`src/rtl/bounce_monitor.sv`:
```
// rtl/bounce_monitor.sv - receive-side checker for the up/down bounce counter's count stream
// Recovers direction, captures turnaround extremes, counts periods and flags stream violations.
module bounce_monitor #(
  parameter int W = 16
) (
  input  logic         clk,
  input  logic         rstn,
  input  logic         sample_en,
  input  logic [W-1:0] count_in,
  input  logic         load_seen,
  input  logic [W-1:0] upper_lim,
  input  logic [W-1:0] down_lim,
  input  logic         clr_err,
  output logic         locked,
  output logic         dir,
  output logic         turn_pulse,
  output logic [W-1:0] peak,
  output logic [W-1:0] trough,
  output logic [15:0]  cycle_cnt,
  output logic         err,
  output logic [1:0]   err_code
);

  localparam logic [1:0] ST_EMPTY = 2'd0;
  localparam logic [1:0] ST_SYNC  = 2'd1;
  localparam logic [1:0] ST_UP    = 2'd2;
  localparam logic [1:0] ST_DOWN  = 2'd3;

  localparam logic [1:0] CODE_STEP   = 2'b01;
  localparam logic [1:0] CODE_PEAK   = 2'b10;
  localparam logic [1:0] CODE_TROUGH = 2'b11;

  logic [1:0]   state;
  logic [W-1:0] prev;
  logic [W-1:0] delta;
  logic         step_inc;
  logic         step_dec;

  // Modulo subtraction makes the 0xFFFF<->0x0000 wrap a legal single step.
  assign delta    = count_in - prev;
  assign step_inc = (delta == W'(1));
  assign step_dec = (delta == {W{1'b1}});
  assign locked   = (state == ST_UP) || (state == ST_DOWN);

  always_ff @(posedge clk) begin
    if (!rstn) begin
      state      <= ST_EMPTY;
      prev       <= '0;
      dir        <= 1'b0;
      turn_pulse <= 1'b0;
      peak       <= '0;
      trough     <= '0;
      cycle_cnt  <= '0;
      err        <= 1'b0;
      err_code   <= 2'b00;
    end else begin
      turn_pulse <= 1'b0;
      if (clr_err) begin
        err      <= 1'b0;
        err_code <= 2'b00;
      end
      // Violations below are assigned later so they override a coincident clear.
      if (sample_en) begin
        prev <= count_in;
        if (load_seen) begin
          state <= ST_SYNC;
        end else begin
          case (state)
            ST_EMPTY: state <= ST_SYNC;
            ST_SYNC: begin
              if (step_inc) begin
                state <= ST_UP;
                dir   <= 1'b0;
              end else if (step_dec) begin
                state <= ST_DOWN;
                dir   <= 1'b1;
              end else begin
                err      <= 1'b1;
                err_code <= CODE_STEP;
              end
            end
            ST_UP: begin
              if (step_dec) begin
                state      <= ST_DOWN;
                dir        <= 1'b1;
                peak       <= prev;
                turn_pulse <= 1'b1;
                if (prev < upper_lim) begin
                  err      <= 1'b1;
                  err_code <= CODE_PEAK;
                end
              end else if (!step_inc) begin
                state    <= ST_SYNC;
                err      <= 1'b1;
                err_code <= CODE_STEP;
              end
            end
            default: begin
              if (step_inc) begin
                state      <= ST_UP;
                dir        <= 1'b0;
                trough     <= prev;
                turn_pulse <= 1'b1;
                cycle_cnt  <= cycle_cnt + 16'd1;
                if (prev > down_lim) begin
                  err      <= 1'b1;
                  err_code <= CODE_TROUGH;
                end
              end else if (!step_dec) begin
                state    <= ST_SYNC;
                err      <= 1'b1;
                err_code <= CODE_STEP;
              end
            end
          endcase
        end
      end
    end
  end

endmodule

```
`config.mk`:
```
export PLATFORM = sky130hd
export DESIGN_NAME = bounce_monitor
export DESIGN_NICKNAME = d
export VERILOG_FILES = /design/src/rtl/bounce_monitor.sv
export SDC_FILE = /design/constraint.sdc
export NUM_CORES = 1
export LEC_CHECK = 0
export CORE_MARGIN = 2
export CORE_UTILIZATION = 47
export DETAILED_ROUTE_END_ITERATION = 7
export PLACE_DENSITY = 0.79
export REMOVE_ABC_BUFFERS = 1
export SYNTH_ARGS = -nofsm -noshare
export SYNTH_HDL_FRONTEND = slang
export SYNTH_SLANG_ARGS = --single-unit
export TNS_END_PERCENT = 10
```
`constraint.sdc`:
```
create_clock -name clk -period 3.7 [get_ports clk]
set_input_delay 0.37 -clock clk [delete_from_list [all_inputs] [get_ports clk]]
set_output_delay 0.37 -clock clk [all_outputs]
set_load 0.005 [all_outputs]
```
==> flow_summary_export.csv <==
group,metric,value,unit
floorplan,start_util,48.8,%
detailed_routing,drt_iter0_markers,255,
detailed_routing,vias,5276,
sta,setup_viol,0,
logic_synthesis,yosys.area.top_type,"dfxtp_1",
logic_synthesis,synth-main-ff-cell,"dfxtp_1",
layout,finalNetCount,902,
clocking,cts_sinks,71,
logic_synthesis,netlist.area_leader.share,28.1,%
floorplan,row_count,37,
global_route,overflow,0,
logic_synthesis,synthArstFlopShare,0,%
setup_path,reg2reg_depth,13,
place,dpl.hpwl,11.2,mm
setup_path,r2r-end,"cycle_cnt[13]",
detailed_routing,avgViaCountPerCell,5.63,
setup_path,crit_start,"count_in[8]",
sta,max_freq,271,MHz
clocking,cts_buffer_depth,2,
sta,rsz0062_at_grt,"yes",
setup_path,path_max_fanout,6,
clocking,cts_buffers,9,
sta,final_max_slew_viol_count,0,
logic_synthesis,syn_area,0.00506,mm2
sta,worst_pin_slew,0.803,ns
setup_path,cp_data_required_time,3.99,ns
clocking,worst_skew_pair.late_latency,0.37,ns
logic_synthesis,ys_ff_latch,71,
logic_synthesis,ys_warn_count,0,
clocking,cts-htree-levels,3,
power_and_ir_drop,power_density,291,mW/mm2
logic_synthesis,synthDistinctLibCells,77,
setup_path,endpoint,"cycle_cnt[13]",
sta,min_period,3.68,ns
logic_synthesis,synth_most_common_cell,"dfxtp_1",
layout,finalNonFillerCells,937,
logic_synthesis,yosysSeqAreaShare,28.1,%
clocking,path_clk_slew,0.07,ns
detailed_routing,first_pass_iters,5,
setup_path,critical_path_arrival,3.98,ns
floorplan,io_pins,107,
detailed_routing,drt_wl_total,14.7,mm
logic_synthesis,avgSynthCellArea,8.16,um2
sta,final.setup.tns,0,ns
layout,diodes,0,
setup_path,critical_path_class,"primary input to flop",
detailed_routing,post-route-drc-count,0,
clocking,root_buffer,"clkbuf_8",
place,pre_cts_ws,-0.439,ns
detailed_routing,final_antenna_net_count,0,
layout,syn_to_final_growth,40.9,%
sta,worst_slack,0.0158,ns
power_and_ir_drop,leakagePower,3.10,nW
floorplan,fp.coreArea,0.0104,mm2
logic_synthesis,netlist_top_cells_count,"dfxtp_1 (71), inv_1 (61), nor2_1 (60)",
setup_path,cp-start-kind,"primary input",
worst_hold_path,hp-class,"primary input to flop",
layout,drive_above_1_share,17.2,%
logic_synthesis,synth_edf_count,0,
sta,hold_violations,0,
power_and_ir_drop,vdd_drop_max,0.000242,V
sta,timing.final.crit_share,99.6,%
floorplan,dieArea,0.0116,mm2
setup_path,r2r_slack,0.09,ns
sta,finClkSkew,0.00843,ns
clocking,cts_hold_repair.buffers,0,
place,dp.cells,916,
detailed_routing,wl_per_cell,15.6,um
outcome,outcome,"finished clean",
place,gp_congestion,0.885,
global_route,antenna_found_initial,0,
global_route,grt_pass1_wl,23.6,mm
clocking,cts_tree,"yes",
setup_path,r2r_start,"prev[8]",
sta,slew_headroom,46.4,%
place,port_buffers,106,
logic_synthesis,syn_inst,620,
global_route,grt_pass1_vias,5180,
global_route,track_usage,25.2,%
job,max-cap-violations,0,
global_route,grt_max_degree,44,
floorplan,die_y,108,um
floorplan,die_w,108,um
setup_path,worst_setup_path_end_kind,"flop",
logic_synthesis,synthTopCellsByArea,"dfxtp_1 (28%), ha_1 (13%), mux2i_1 (6.9%)",
-- sequential cells by signal, summed over array words and instances (netlist names) --
register / flops
err: 1
err_code: 2
cycle_cnt: 16
prev: 16
peak: 16
dir: 1
turn_pulse: 1
trough: 16
state: 2
-- how the worst min path moves through the flow --
stage	slack (ns)	endpoint	cells after the start	startpoint
global route	0.31	prev[0]	3	count_in[0]
detailed placement	0.45	trough[14]	2	trough[14]
finish	0.29	prev[0]	3	count_in[0]
floorplan	0.45	trough[10]	2	trough[10]
CTS	0.46	trough[14]	2	trough[14]
global placement	0.44	trough[9]	2	trough[9]
-- layer usage --
metal  track usage (%)  wire length [um]  up-vias
met5                 0                 0        -
met4              10.5               478        0
met3              6.66              1040       37
met2              43.0              6940      210
met1              29.9              6200     2454
li1                  -                 -     2575
-- worst max-delay path, stage by stage --
cell	delay [ns]
clkdlybuf4s50_1	0.44
ha_2	0.40
and4_1	0.22
o221ai_1	0.14
a21oi_2	0.26
o22a_1	0.25
xor2_1	0.15
or3_4	0.44
nor4b_4	0.37
nand4_1	0.20
buf_6	0.20
or4_4	0.41
a21oi_2	0.13
-- per-stage QoR --
stage | cell area, um2 | power (W) | hold slack (ns) | utilization (%)
finish | 7120 | 0.00207 | 0.291 | 68.7
global route | 7120 | 0.00216 | 0.310 | 68.7
CTS | 6970 | 0.00204 | 0.459 | 67.2
detailed placement | 6770 | 0.00139 | 0.448 | 65.2
global placement | 6770 | 0.00137 | 0.440 | 65.2
floorplan | 4940 | 0.00113 | 0.448 | -
-- area by class of cell --
cell class,instances,area [um2]
clock buffers,11,141
clock inverters,5,57.6
fillers,791,3250
inverters,62,233
multi-input cells,465,3400
flip-flops and latches,71,1420
well taps,136,170
repair buffers,187,1700
-- cell families after synthesis --
group / share of synthesized area [%]
buffers and inverters: 6.95
AO/OA/AOI/OAI: 19.6
multiplexers: 7.15
flip-flops: 28.1
adder cells (fa/ha/maj): 13.3
XOR/XNOR: 1.90
AND/OR/NAND/NOR: 23.0
-- power breakdown --
part	switching, W	internal (W)	total (W)
sequential	0.0000132	0.000776	0.000789
clock	0.000321	0.000330	0.000651
combinational	0.000314	0.000316	0.000630
total	0.000649	0.00142	0.00207
-- what timing repair did --
| item | 4_1_cts | 5_1_grt |
|---|---|---|
| pin swaps | 1 | 13 |
| cloned | 0 | 1 |
| setup endpoints to repair | 9 | 37 |
| setup buffers | 0 | 4 |
| gates resized for setup | 1 | 25 |
-- cell usage in the layout, fill, tap and decap left out, types with 10 or more instances in the layout --
| master | Yosys | final |
|---|---|---|
| a21o_1 | 11 | 10 |
| a21oi_1 | 47 | 45 |
| buf_4 | 0 | 76 |
| clkbuf_8 | 0 | 10 |
| clkdlybuf4s50_1 | 0 | 105 |
| dfxtp_1 | 71 | 70 |
| ha_1 | 52 | 50 |
| inv_1 | 61 | 61 |
| mux2i_1 | 35 | 35 |
| nand2_1 | 50 | 50 |
| nand2b_1 | 12 | 12 |
| nand3_1 | 13 | 12 |
| nand4_1 | 15 | 15 |
| nor2_1 | 60 | 60 |
| o21a_1 | 10 | 10 |
| o21ai_0 | 22 | 22 |
Power figures use the tool's default switching activity.
